### src/rtl/spi_counter_slave_rx_if.sv
// SPI link signals between the counter master and the slave receiver.
//   i_sclk : SPI clock from master (asynchronous to the slave's clk)
//   i_mosi : serial data master -> slave, MSB first
//   i_cs_n : chip select, active low
//   o_miso : serial echo slave -> master
interface spi_counter_slave_rx_if;
   logic i_sclk;
   logic i_mosi;
   logic i_cs_n;
   logic o_miso;

   modport master (output i_sclk, output i_mosi, output i_cs_n, input o_miso);
   modport slave  (input i_sclk, input i_mosi, input i_cs_n, output o_miso);
endinterface

### src/rtl/spi_counter_slave_rx.sv
// SPI mode-0 slave receiver for the counter link. A 2-byte frame (high byte,
// then low byte, MSB first) rebuilds a 14-bit counter value. The previously
// committed value is echoed on MISO during the next frame.
// Ports:
//   clk         : system clock
//   reset       : synchronous, active-high reset
//   spi         : SPI pins (slave modport: i_sclk, i_mosi, i_cs_n in; o_miso out)
//   o_counter   : last committed counter value
//   o_valid     : one-cycle pulse when o_counter updates
//   o_frame_err : one-cycle pulse on a rejected or aborted frame
//   o_busy      : high while a frame is in progress
module spi_counter_slave_rx #(
   parameter int unsigned SYNC_STAGES = 2,
   parameter int unsigned CNT_WIDTH   = 14
) (
   input  logic                   clk,
   input  logic                   reset,
   spi_counter_slave_rx_if.slave  spi,
   output logic [CNT_WIDTH-1:0]   o_counter,
   output logic                   o_valid,
   output logic                   o_frame_err,
   output logic                   o_busy
);

   typedef enum logic [1:0] {IDLE, RX_HI, RX_LO, DONE} state_t;

   // synchronizers and edge detection
   logic [SYNC_STAGES-1:0] sclk_sync_q, sclk_sync_d;
   logic [SYNC_STAGES-1:0] mosi_sync_q, mosi_sync_d;
   logic [SYNC_STAGES-1:0] cs_sync_q, cs_sync_d;
   logic                   sclk_dly_q, sclk_dly_d;
   logic                   cs_dly_q, cs_dly_d;
   logic [SYNC_STAGES:0]   armed_q, armed_d;
   logic                   sclk_s, mosi_s, cs_s;
   logic                   sclk_rise, sclk_fall, cs_fall;

   // receive / transmit state
   state_t                 state_q, state_d;
   logic [7:0]             shift_q, shift_d;
   logic [2:0]             bit_cnt_q, bit_cnt_d;
   logic [7:0]             hi_byte_q, hi_byte_d;
   logic [7:0]             tx_q, tx_d;
   logic                   tx_hold_q, tx_hold_d;
   logic [CNT_WIDTH-1:0]   counter_q, counter_d;
   logic                   valid_q, valid_d;
   logic                   frame_err_q, frame_err_d;
   logic [7:0]             rx_byte;

   assign sclk_s = sclk_sync_q[SYNC_STAGES-1];
   assign mosi_s = mosi_sync_q[SYNC_STAGES-1];
   assign cs_s   = cs_sync_q[SYNC_STAGES-1];

   assign sclk_rise = sclk_s & ~sclk_dly_q;
   assign sclk_fall = ~sclk_s & sclk_dly_q;
   // The cs_n chain resets to 1, so if the pin is already low when reset is
   // released the chain draining to 0 looks like a falling edge. armed_q
   // masks cs_fall until both the synced value and its delayed copy come from
   // real pin samples, so a frame in progress at reset release is ignored.
   assign cs_fall = armed_q[SYNC_STAGES] & cs_dly_q & ~cs_s;

   assign rx_byte = {shift_q[6:0], mosi_s};

   always_comb begin
      sclk_sync_d = {sclk_sync_q[SYNC_STAGES-2:0], spi.i_sclk};
      mosi_sync_d = {mosi_sync_q[SYNC_STAGES-2:0], spi.i_mosi};
      cs_sync_d   = {cs_sync_q[SYNC_STAGES-2:0], spi.i_cs_n};
      sclk_dly_d  = sclk_s;
      cs_dly_d    = cs_s;
      armed_d     = {armed_q[SYNC_STAGES-1:0], 1'b1};
   end

   always_comb begin
      state_d     = state_q;
      shift_d     = shift_q;
      bit_cnt_d   = bit_cnt_q;
      hi_byte_d   = hi_byte_q;
      tx_d        = tx_q;
      tx_hold_d   = tx_hold_q;
      counter_d   = counter_q;
      valid_d     = 1'b0;
      frame_err_d = 1'b0;

      case (state_q)
         IDLE: begin
            if (cs_fall) begin
               state_d   = RX_HI;
               bit_cnt_d = '0;
               tx_hold_d = 1'b0;
               tx_d      = {2'b00, counter_q[13:8]};
            end
         end

         RX_HI: begin
            if (cs_s) begin
               state_d     = IDLE;
               frame_err_d = (bit_cnt_q != 3'd0);
            end else if (sclk_rise) begin
               shift_d   = rx_byte;
               bit_cnt_d = bit_cnt_q + 3'd1;
               if (bit_cnt_q == 3'd7) begin
                  hi_byte_d = rx_byte;
                  bit_cnt_d = '0;
                  state_d   = RX_LO;
                  // The low byte is loaded on the 8th rise, but the following
                  // fall still belongs to the high byte; hold off that one
                  // shift so low-byte bit 7 is on MISO for the 9th rise.
                  tx_d      = counter_q[7:0];
                  tx_hold_d = 1'b1;
               end
            end else if (sclk_fall) begin
               tx_d = {tx_q[6:0], 1'b0};
            end
         end

         RX_LO: begin
            // A completed 16th bit takes priority over a same-cycle abort.
            if (sclk_rise && (bit_cnt_q == 3'd7)) begin
               shift_d   = rx_byte;
               bit_cnt_d = '0;
               state_d   = DONE;
               if (hi_byte_q[7:6] == 2'b00) begin
                  counter_d = {hi_byte_q[5:0], rx_byte};
                  valid_d   = 1'b1;
               end else begin
                  frame_err_d = 1'b1;
               end
            end else if (cs_s) begin
               state_d     = IDLE;
               frame_err_d = 1'b1;
            end else if (sclk_rise) begin
               shift_d   = rx_byte;
               bit_cnt_d = bit_cnt_q + 3'd1;
            end else if (sclk_fall) begin
               if (tx_hold_q) begin
                  tx_hold_d = 1'b0;
               end else begin
                  tx_d = {tx_q[6:0], 1'b0};
               end
            end
         end

         DONE: begin
            if (cs_s) begin
               state_d = IDLE;
            end
         end

         default: state_d = IDLE;
      endcase
   end

   always_ff @(posedge clk) begin
      if (reset) begin
         sclk_sync_q <= '0;
         mosi_sync_q <= '0;
         cs_sync_q   <= '1;
         sclk_dly_q  <= 1'b0;
         cs_dly_q    <= 1'b1;
         armed_q     <= '0;
         state_q     <= IDLE;
         shift_q     <= '0;
         bit_cnt_q   <= '0;
         hi_byte_q   <= '0;
         tx_q        <= '0;
         tx_hold_q   <= 1'b0;
         counter_q   <= '0;
         valid_q     <= 1'b0;
         frame_err_q <= 1'b0;
      end else begin
         sclk_sync_q <= sclk_sync_d;
         mosi_sync_q <= mosi_sync_d;
         cs_sync_q   <= cs_sync_d;
         sclk_dly_q  <= sclk_dly_d;
         cs_dly_q    <= cs_dly_d;
         armed_q     <= armed_d;
         state_q     <= state_d;
         shift_q     <= shift_d;
         bit_cnt_q   <= bit_cnt_d;
         hi_byte_q   <= hi_byte_d;
         tx_q        <= tx_d;
         tx_hold_q   <= tx_hold_d;
         counter_q   <= counter_d;
         valid_q     <= valid_d;
         frame_err_q <= frame_err_d;
      end
   end

   assign spi.o_miso  = ((state_q == RX_HI) || (state_q == RX_LO)) ? tx_q[7] : 1'b0;
   assign o_counter   = counter_q;
   assign o_valid     = valid_q;
   assign o_frame_err = frame_err_q;
   assign o_busy      = (state_q != IDLE);

endmodule

### src/flat_wrapper.sv
// flat-port wrapper written by rule: the top's interface ports become plain ports
module spi_counter_slave_rx_flat 
#(
   parameter int unsigned SYNC_STAGES = 2,
   parameter int unsigned CNT_WIDTH   = 14
)
  (clk, reset, o_counter, o_valid, o_frame_err, o_busy, spi_i_sclk, spi_i_mosi, spi_i_cs_n, spi_o_miso);
  spi_counter_slave_rx_if spi_i ();
  input  logic clk;
  input  logic reset;
  output logic [CNT_WIDTH-1:0] o_counter;
  output logic o_valid;
  output logic o_frame_err;
  output logic o_busy;
  input wire logic [$bits(spi_i.i_sclk)-1:0] spi_i_sclk;
  input wire logic [$bits(spi_i.i_mosi)-1:0] spi_i_mosi;
  input wire logic [$bits(spi_i.i_cs_n)-1:0] spi_i_cs_n;
  output wire logic [$bits(spi_i.o_miso)-1:0] spi_o_miso;
  assign spi_i.i_sclk = spi_i_sclk;
  assign spi_i.i_mosi = spi_i_mosi;
  assign spi_i.i_cs_n = spi_i_cs_n;
  assign spi_o_miso = spi_i.o_miso;
  spi_counter_slave_rx #(.SYNC_STAGES(SYNC_STAGES), .CNT_WIDTH(CNT_WIDTH)) u_core (.clk(clk), .reset(reset), .spi(spi_i), .o_counter(o_counter), .o_valid(o_valid), .o_frame_err(o_frame_err), .o_busy(o_busy));
endmodule
### config.mk
export PLATFORM = sky130hd
export DESIGN_NAME = spi_counter_slave_rx_flat
export DESIGN_NICKNAME = d
export VERILOG_FILES = /design/src/rtl/spi_counter_slave_rx_if.sv /design/src/rtl/spi_counter_slave_rx.sv /design/src/flat_wrapper.sv
export SDC_FILE = /design/constraint.sdc
export NUM_CORES = 1
export LEC_CHECK = 0
export CORE_MARGIN = 8
export CORE_UTILIZATION = 25
export CTS_CLUSTER_SIZE = 40
export DETAILED_ROUTE_END_ITERATION = 6
export GPL_TIMING_DRIVEN = 1
export PLACE_DENSITY = 0.44
export SKIP_LAST_GASP = 1
export SLEW_MARGIN = 20
export SYNTH_ARGS = -nofsm -noshare
export SYNTH_HDL_FRONTEND = slang
export SYNTH_SLANG_ARGS = --single-unit
### constraint.sdc
create_clock -name clk -period 3.8 [get_ports clk]
set_input_delay 0.76 -clock clk [delete_from_list [all_inputs] [get_ports clk]]
set_output_delay 0.76 -clock clk [all_outputs]
set_load 0.01 [all_outputs]
======== Word-level counts from Yosys, hierarchy flattened ========
Cells that the tools add are included.
word-level totals
  flip-flop bits (word level) ............. 57
  output and inout port bits .............. 18
cells by class
  add/sub/neg operators ................... 1
  equal/unequal tests ..................... 19
  multiplexer cells ....................... 47
  bitwise logic cells ..................... 9
  reductions and logical operators ........ 15
operators with widths
  kind                 count
  $mux 8               13
  $pmux 8 s3           1
  $mux 3               7
  $pmux 8 s2           1
  $mux 1               15
  $mux 2               6
  $ne 3x1->1 const B   4
  $ne 2x2->1 const B   5
  $reduce_and 10->1    1
  $pmux 3 s3           1
  $reduce_and 9->1     1
  $ne 2x1->1 const B   4
  $pmux 2 s4           1
  $ne 3x3->1 const B   2
  $reduce_and 3->1     2
  $reduce_and 6->1     1
  $reduce_bool 3->1    2
  $not 1->1            5
  $and 1x1->1          4
  $eq 2x2->1 const B   2
  $logic_not 2->1      2
  $reduce_and 4->1     1
  $reduce_bool 2->1    2
  $add 3x1->3 const B  1
  7 further kinds      7

======== Longest topological paths before layout ========
Gate-level depths: netlist (run 1).
  depth after elaboration ................. 7
  depth in mapped cells ................... 8
  gate-level depth less buffers ........... 6

======== Least setup slack after synthesis (run 1) ========
No wires, ideal clock.
  path type ............................... register to output
  from .................................... reg u_core.state_q[0]
  to ...................................... out spi_o_miso
  data arrival time ....................... 1.220 ns
  data required time ...................... 3.040 ns
  setup slack ............................. 1.820 ns
  cell stages (with the launch flop) ...... 5
  path buffers ............................ 1
  path through ............................ dfxtp_1 > inv_1 > ha_1 > clkbuf_1 > and2_1
on the way
  longest elaborated chain between the ends .. 3
ends and longest elaborated chain
  what                                             RTL line                     source
  start: declaration                               spi_counter_slave_rx.sv:38   state_t state_q, state_d;
  start signal: assignment                         spi_counter_slave_rx.sv:176  state_q <= state_d;
  $eq 2x1->1 / $eq 2x2->1 (equally long branches)  spi_counter_slave_rx.sv:188  assign spi.o_miso = ((state_q == RX_HI) || (state_q == RX_LO)) ? tx_q[7] : 1'b0;
  $logic_or 1x1->1 *                               spi_counter_slave_rx.sv:188
  $mux 1 *                                         spi_counter_slave_rx.sv:188
  end: declaration                                 flat_wrapper.sv:18           output wire logic [$bits(spi_i.o_miso)-1:0] spi_o_miso;
Mark *: on every way between the ends. The rest lies on a longest branch, timed or not.

======== Worst setup path after layout (run 1) ========
Ends and elaborated chain as after synthesis.

==> impl_results.md, run 1 <==
* Max-cap viol count at 0
* List of most frequent post-synthesis cells: nand2_1, dfxtp_1, a21oi_1, mux2i_1, nor2_1
* Hold_buf cts at 0
* Number of synthesized register bits at 56
* Multiplexer share of the synthesized area at ~7.9%
* Vias after detailed routing at about 2,000
* Synth-to-layout area growth at 16.4%
* Worst EP required at between 3 and 4 ns
* Overall die height at roughly 120 microns
* Cell variety after synth at 43
* Layout Nets at about 320
* Final Cycle Share at between 70% and 80%
* Max Used Layer: met4
* Share of flip-flops with an asynchronous set or reset at 0%
* Sequential cell area at ~1100 sq um
* Reg2reg start: u_core.state_q[1]$_SDFFE_PP0P_
* WHS Endpoint: u_core.cs_sync_q[1]$_SDFF_PP1_
* Iter 0 DRT Violations at 87
* Antenna viol nets, final at 0
* Setup Buffers After CTS at 0
* Ports at 23
* Worst-case clock buffer depth at 2
* EDFF count, synth at 0
* Flop2flop setup slack at approximately 1.3 ns
* Post-Syn Nets at a little over 300
* Actual slew at the worst max-slew pin at 0.871 ns
* Via density at approximately 4.6
* Post-synthesis sequential area ratio at between 40% and 50%
* IO buf count at 22
* Achievable Freq at around 0.35 GHz
* Worst skew pair latency at between 0.3 and 0.4 ns
* Area of the multi-input gates at 1300 sq um
* DP HPWL at around 4200 microns
* Fin. Hold Viols at 0
* Rel. slew slack at 41.9%
* Vias in the first global route at around 2,000
* Crit. End Element: output pin
* Complex-gate fraction of the synthesized area at approximately 15%
* Clock tree root buffer cell: clkbuf_8
* RSZ-0062 raised after global routing: no
* Critical path origin: u_core.state_q[0]$_SDFFE_PP0P_
* Synth Area in XOR/XNOR at 0%
* Met3 WL at 142 microns
* Synth Instances at ~290
* Most frequent cell after synthesis: nand2_1
* Total CTS buffers at 5
* Resize count post-CTS at 0
* Post-synth top area cell: dfxtp_1
* Adder-Cell Fraction of Synth Area at roughly 4.5%
* GP Congestion at slightly above 0.7
* Worst hold path type: reg2reg
* Largest net degree at the start of global routing at 48
* Clk sinks at 56
* Post-layout util at between 20% and 30%
* Metal2 WL at between 2000 and 3000 microns
* WS Path Type: reg2out
* TritonCTS clock tree: done
* Clock slew at reported path FFs at about 0.10 ns
* Worst Setup Start Kind: flop
* Final TNS setup at 0 ns
* Clk_skew at a little under 0.009 ns
* H-tree Lvls at 2
* Die area at 13,600 sq um
* Worst hold path cell count at 1
* Layout cells sized above 1 at approximately 6.9%
* Predominant post-synthesis flop cell: dfxtp_1
* Critical R2R Capture: u_core.bit_cnt_q[0]$_SDFFE_PP0P_
* TritonRoute pass-1 iters at 4
* Filler cells at ~1,100
* DRT met1 WL at 3210 microns
* Total leakage power at around 0.001 uW
* Ranking of synthesized cells by area: dfxtp_1, nand2_1, mux2i_1
* Syn avg cell area at a little under 9 sq um
* GRT overflow at 0
* CP Max Fanout at 14
* Final wirelength at about 6200 microns
* WP data arrival at between 2 and 2.5 ns
* Synth top area share at between 40% and 50%
* Finish-stage setup viols at 0
* Core Box Area at about 10000 sq um
* Final min period at approximately 2.9 ns
* Largest family of logic cells by synthesized area: simple AND/OR/NAND/NOR gates
* Warnings, synthesis at 0
* Post-synthesis simple-gate area fraction at between 20 and 25%
* Status: finished, final reports clean
* Design area at 2950 sq um
* Total track usage at under 10%
* Diode count at 0
* Max VDD drop at between 0.15 and 0.2 mV
* First-pass GRT wire length at 10,200 microns
* Row Count at 36
* Power density cells at approximately 350 nW/um^2
* Hold wc startpoint: u_core.cs_sync_q[0]$_SDFF_PP1_
* Drt drc at 0
* Final slew viol count at 0
* Die width at 117 microns
* Worst r2r path cells at 6
* Placement Cell Area at 2850 sq um
* Initial core utilization at between 20% and 30%
* Netlist Area Pre-Place at about 2500 sq um
* Initial antenna violation count at 0
* DR WL/cell at approximately 14 microns
-- flip-flops by register name (all words and copies together) (netlist names) --
name and cells:
u_core.o_valid 1, u_core.mosi_sync_q 2, u_core.armed_q 3, u_core.tx_q 8
u_core.cs_dly_q 1, u_core.shift_q 7, u_core.tx_hold_q 1, u_core.cs_sync_q 2
u_core.bit_cnt_q 3, u_core.o_counter 14, u_core.sclk_sync_q 2, u_core.state_q 2
u_core.sclk_dly_q 1, u_core.o_frame_err 1, u_core.hi_byte_q 8
-- per-layer routing --
metal / track usage [%] / vias to the layer above
met5: 0 / -
met4: 3.58 / 0
met3: 1.60 / 4
met2: 14.4 / 22
met1: 13.5 / 969
li1: - / 1023
-- worst max-delay path by stage --
stage,end,slack (ns),cells past startpoint
floorplan,spi_o_miso,1.82,4
global route,spi_o_miso,0.79,4
detailed placement,spi_o_miso,1.24,4
CTS,spi_o_miso,0.89,4
finish,spi_o_miso,0.92,4
global placement,spi_o_miso,1.28,4
-- worst max-delay path, cell delays in order, from the launching register on --
cell and delay (ns):
dfxtp_1 0.39, inv_1 0.10, ha_1 0.60, and2_1 0.20, clkdlybuf4s50_1 0.53
-- logic make-up (layout without fill, tap and decap cells) --
logic type               Yosys count  count (layout)
AO/OA/AOI/OAI                     55              55
flip-flops                        56              56
AND/OR/NAND/NOR                  125             125
multiplexers                      20              20
buffers and inverters             26              41
adder cells (fa/ha/maj)            9               9
-- placed cells by master (no fill, tap or decap), drive strengths merged, types with 5 or more instances in the layout --
cell type	count
o21ai	13
mux2i	20
inv	11
nor2b	10
nand2	65
nand4b	6
clkbuf	5
clkdlybuf4s50	21
nor2	21
ha	9
a21oi	23
o221ai	5
dfxtp	56
-- where the power goes --
group / leakage (uW) / switching, uW / internal, uW
Clock: 0.0000452 / 207 / 135
Sequential: 0.000454 / 8.90 / 596
Combinational: 0.000480 / 61.0 / 36.3
Total: 0.000979 / 277 / 767
-- cell type report --
class                   instances  share of cell area, %
well taps                     133                   5.65
repair buffers                 24                   7.82
multi-input cells             209                   44.1
clock buffers                   5                   2.34
flip-flops and latches         56                   38.1
clock inverters                 3                  0.850
inverters                       9                   1.15
-- through the flow --
stage / setup WS [ns] / std cells / total power [uW] / hold slack (ns)
2_1_floorplan: 1.82 / 291 / 690 / 0.389
3_3_place_gp: 1.28 / 431 / 717 / 0.402
3_5_place_dp: 1.24 / 431 / 717 / 0.406
4_1_cts: 0.895 / 439 / 1070 / 0.441
5_1_grt: 0.795 / 439 / 1110 / 0.449
6_report: 0.921 / 439 / 1040 / 0.427
Power figures use the tool's default switching activity.
==> run 2, diff against run 1 <==
Clock period 3.8 ns to 2.8 ns, I/O delays scaled along.
==> impl_results.md, run 2 (synthesis gave the netlist of run 1 again) <==
* Largest net degree at the start of global routing at 40
* Flop2flop setup slack at between 0.6 and 0.7 ns
* Max-cap viol count at 0
* WS Path Type: reg2out
* Layout cells sized above 1 at 7.77%
* Iter 0 DRT Violations at 121
* First-pass GRT wire length at 10,400 microns
* Drt drc at 0
* Filler cells at ~1,100
* Power density cells at about 510 nW/um^2
* H-tree Lvls at 2
* WP data arrival at roughly 1.8 ns
* Worst hold path type: reg2reg
* Ports at 23
* Max reg flops at 14
* Via density at between 4 and 5
* Status: finished, final reports clean
* Hold_buf cts at 0
* Commonest non-fill, non-tap cell in the layout: nand2_1
* Crit path cell chain: inv_1, ha_1, and2_1, clkdlybuf4s50_1
* Max VDD drop at 0.204 mV
* Antenna viol nets, final at 0
* Placed cell count at approximately 430
* TritonRoute pass-1 iters at 4
* IO buf count at 22
* Vias in the first global route at 1,939
* Clk sinks at between 50 and 60
* DR WL/cell at around 14 microns
* Crit. End Element: output pin
* Fin. Hold Viols at 0
* Actual slew at the worst max-slew pin at roughly 0.72 ns
* Rel. slew slack at a little over half
* DP HPWL at 4300 microns
* Finish-stage setup viols at 0
* Total leakage power at 0.00101 uW
* Total power at roughly 1500 uW
* Clk_skew at between 0.01 and 0.015 ns
* Core Box Area at slightly below 10,000 sq um
* Final min period at between 2 and 2.5 ns
* Final slew viol count at 0
* Slowest cell on crit path: clkdlybuf4s50_1
* RSZ-0062 raised after global routing: no
* Area of the multi-input gates at roughly 1300 sq um
* Clock tree root buffer cell: clkbuf_8
* CP Max Fanout at 4
* Worst-case clock buffer depth at 2
* Setup Buffers After CTS at 0
* Row Count at 36
* Die area at ~14,000 sq um
* Layout Nets at around 320
* Non-Filler Instances at approximately 440
* Clock slew at reported path FFs at 0.10 ns
* Vias after detailed routing at 2,039
* GP Congestion at ~0.70
* Die width at around 120 microns
* Initial core utilization at roughly a quarter
* Initial antenna violation count at 0
* Overall die height at approximately 120 microns
* Setup slack at placement at ~0.72 ns
* Total CTS buffers at 5
* Worst EP required at between 2 and 2.5 ns
* GRT overflow at 0
* Sequential cell area at 1120 sq um
* Resize count post-CTS at 0
* Achievable Freq at 0.420 GHz
* Total track usage at under 10%
* Worst skew pair latency at between 0.3 and 0.4 ns
* Most frequent cells in the layout: nand2_1, dfxtp_1, a21oi_1, clkdlybuf4s50_1
* Post-layout util at a little under a third
* Final TNS setup at 0 ns
* Worst Setup Start Kind: flop
* Final Cycle Share at between 80% and 90%
* Final wirelength at around 6400 microns
* Synth-to-layout area growth at 18.4%
* Final worst-path setup slack at 0.417 ns
* Diode count at 0
* Max incr delay on CP at around 0.53 ns
* TritonCTS clock tree: done
[run 2: cell types whose count changed in the layout (fill, tap and decap cells not counted)]
cell	delta
clkinv_4	+1
bufinv_16	+1
clkinvlp_4	-1
clkbuf_8	+1
inv_6	-2
buf_4	+3
[run 2: final cells by class]
cell class              instances  area share, %
repair buffers                 27           8.44
well taps                     133           5.56
multi-input cells             209           43.4
inverters                       9           1.13
clock inverters                 2           1.29
clock buffers                   6           2.76
flip-flops and latches         56           37.4
[run 2: final timing paths]
| path | from | endpoint | cells past startpoint |
|---|---|---|---|
| setup / recovery | u_core.state_q[0]$_SDFFE_PP0P_ | spi_o_miso | 4 |
| setup reg to reg | u_core.bit_cnt_q[0]$_SDFFE_PP0P_ | u_core.o_counter[8]$_SDFFE_PP0P_ | 6 |
| hold / removal | u_core.cs_sync_q[0]$_SDFF_PP1_ | u_core.cs_sync_q[1]$_SDFF_PP1_ | 1 |
| hold reg to reg | u_core.cs_sync_q[0]$_SDFF_PP1_ | u_core.cs_sync_q[1]$_SDFF_PP1_ | 1 |
[run 2: power breakdown]
part | switching, uW | internal (uW)
clock | 277 | 293
sequential | 12.5 | 809
combinational | 84.7 | 52.5
[run 2: critical path, delay by kind of cell (launching register included)]
| family | cells | cell delay, ns |
|---|---|---|
| buf+inv | 2 | 0.63 |
| fa+ha+maj | 1 | 0.35 |
| simple gates | 1 | 0.14 |
| flops | 1 | 0.40 |
[run 2: through the flow]
| stage | hold slack [ns] | area (sq um) |
|---|---|---|
| 2_1_floorplan | 0.389 | 2530 |
| 3_3_place_gp | 0.394 | 2870 |
| 3_5_place_dp | 0.395 | 2870 |
| 4_1_cts | 0.420 | 3000 |
| 5_1_grt | 0.447 | 3000 |
| 6_report | 0.416 | 3000 |
[run 2: metal layers]
layer / part of all wire [%] / track usage, %
met5: 0 / 0
met4: 1.2 / 3.33
met3: 3.1 / 2.12
met2: 45 / 14.9
met1: 50 / 13.3
==> variant (flow settings as in run 2) <==
Put one more register stage on the output `o_counter`, with the module's reset. The value now appears one clock later. The other outputs are not delayed to match. Comments in the files are not updated.
--- a/src/rtl/spi_counter_slave_rx.sv
+++ b/src/rtl/spi_counter_slave_rx.sv
@@ -187,5 +187,11 @@
 
    assign spi.o_miso  = ((state_q == RX_HI) || (state_q == RX_LO)) ? tx_q[7] : 1'b0;
-   assign o_counter   = counter_q;
+   always_ff @(posedge clk) begin
+      if (reset) begin
+         o_counter <= '0;
+      end else begin
+         o_counter <= counter_q;
+      end
+   end
    assign o_valid     = valid_q;
    assign o_frame_err = frame_err_q;
Behaviour: no difference found for any inputs over 10 cycles, from zero or initial values and one cycle with reset high; that may be too few to reach the edited logic, so the function may still have changed.
==> variant against run 2 <==
  * Worst setup slack gained 47 ps
  * Maximum frequency up 2.0%
  * Routed wire length rose by 9.2%
  * Non-clock buffer count rose by 4
  * Power is 54% higher
  * First-iteration DRC count down 7.4%
  * Count of clock-buffer cells in the layout is 3 higher
  * Critical path depth did not move
  * Combinational power grew 85%
  * Area after synthesis up 16%
  * Cell area grew 20%
  * Largest cell class unchanged
  * Sequential cell count rose by 14
==> variant: results (changes against run 2) <==
| Metric | Value |
|---|---|
| FF-to-FF setup slack | `750 ps (was 680 ps)` |
| First-pass GRT wire length | `11800 um (was 10400 um)` |
| Clk buf depth | `2 (unchanged)` |
| Post-synthesis mux area share | `6.19% (was 7.91%)` |
| Actual slew at the worst max-slew pin | `602 ps (was 716 ps)` |
| Hold Path Sink | `u_core.cs_sync_q[1] (unchanged)` |
| List of most frequent post-synthesis cells | `70 x dfxtp_1, 42 x nand2_1, 27 x a21oi_1 (was 64 x nand2_1, 56 x dfxtp_1, 23 x a21oi_1)` |
| Post-CTS Resized | `0 (unchanged)` |
| Final GP Congestion | `0.735 (was 0.698)` |
| Post-CTS Setup Inserts | `0 (unchanged)` |
| CP Data Arrival Time | `1780 ps (was 1820 ps)` |
| DP Worst Slack | `745 ps (was 715 ps)` |
| Hold path start | `u_core.cs_sync_q[0] (unchanged)` |
| H-tree lvl count | `3 (was 2)` |
| Synth Area in Compound Gates | `17.5% (was 14.6%)` |
| First-pass DRT Iterations | `4 (unchanged)` |
| Layout cells sized above 1 | `11.2% (was 7.77%)` |
| Worst vdd ir | `0.000230 V (was 0.000204 V)` |
| Lkg Pwr | `1.21 nW (was 1.01 nW)` |
| FF-to-FF End | `u_core.shift_q[5] (was u_core.o_counter[8])` |
| Ranking of synthesized cells by area | `dfxtp_1 48%, mux2i_1 5.8%, nand2_1 5.4% (was dfxtp_1 44%, nand2_1 9.5%, mux2i_1 7.9%)` |
| Final Worst Setup Slack | `464 ps (was 417 ps)` |
| Distinct cells, synth | `43 (unchanged)` |
| Post-synthesis sequential area ratio | `47.8% (was 44.3%)` |
| Placed Area | `0.00332 mm2 (was 0.00287 mm2)` |
| Total global-route track usage | `9.40% (was 9.76%)` |
| Largest net degree at the start of global routing | `42 (was 40)` |
| # nets final | `349 (was 322)` |
| 1st-iter DRT viols | `112 (was 121)` |
| WHS | `413 ps (was 416 ps)` |
| Worst-Skew Late Latency | `340 ps (was 310 ps)` |
| Final ANT Viol Nets | `0 (unchanged)` |
| Adder-cell share of the synthesized area | `3.84% (was 4.45%)` |
| Placed Cells | `467 (was 434)` |
| Cells on worst reg2reg path | `7 (was 6)` |
| Status | `finished clean (unchanged)` |
| Hold path depth | `1 (unchanged)` |
| Vias in the first global route | `2181 (was 1939)` |
| Skew final | `7.43 ps (was 10.3 ps)` |
| CTS root buf | `clkbuf_16 (was clkbuf_8)` |
| Reg clk slew, reported paths | `60 ps (was 100 ps)` |
| Post-Syn Instances | `312 (was 291)` |
| Syn Nets | `326 (was 305)` |
| Crit path max-delay family | `buffers and inverters (unchanged)` |
| DP HPWL | `4660 um (was 4300 um)` |
| Final WL | `6940 um (was 6360 um)` |
| Routed len/inst | `14.4 um (about the same)` |
| Post-detailed-route via-to-cell ratio | `4.67 (was 4.61)` |
| Biggest regs | `u_core.counter_q x14, u_core.o_counter x14` |
| Critical path startpoint | `u_core.state_q[0] (unchanged)` |
| CTS Buf Count | `9 (was 5)` |
==> variant: routing by layer <==
| layer | share of wire [%] | routed length, um | global-route usage, % | vias to the layer above |
|---|---|---|---|---|
| li1 | - | - | - | 1144 |
| met3 | 2.9 | 202 | 2.09 | 2 |
| met1 | 50 | 3450 | 12.3 | 1077 |
| met4 | 0.88 | 61 | 6.38 | 0 |
| met5 | 0 | 0 | 0 | - |
| met2 | 46 | 3220 | 13.4 | 32 |
==> variant: cell type report <==
type                            instances  area [um2]
Fill cell                            1213        7810
Multi-Input combinational cell        213        1410
Sequential cell                        70        1400
Timing Repair Buffer                   31         295
Clock buffer                            9         225
Tap cell                              143         179
Clock inverter                          7        58.8
Inverter                               10        37.5
==> variant: power by group <==
| group | internal [mW] | switching (mW) |
|---|---|---|
| Sequential | 1.01 | 0.0129 |
| Combinational | 0.0971 | 0.156 |
| Clock | 0.611 | 0.471 |
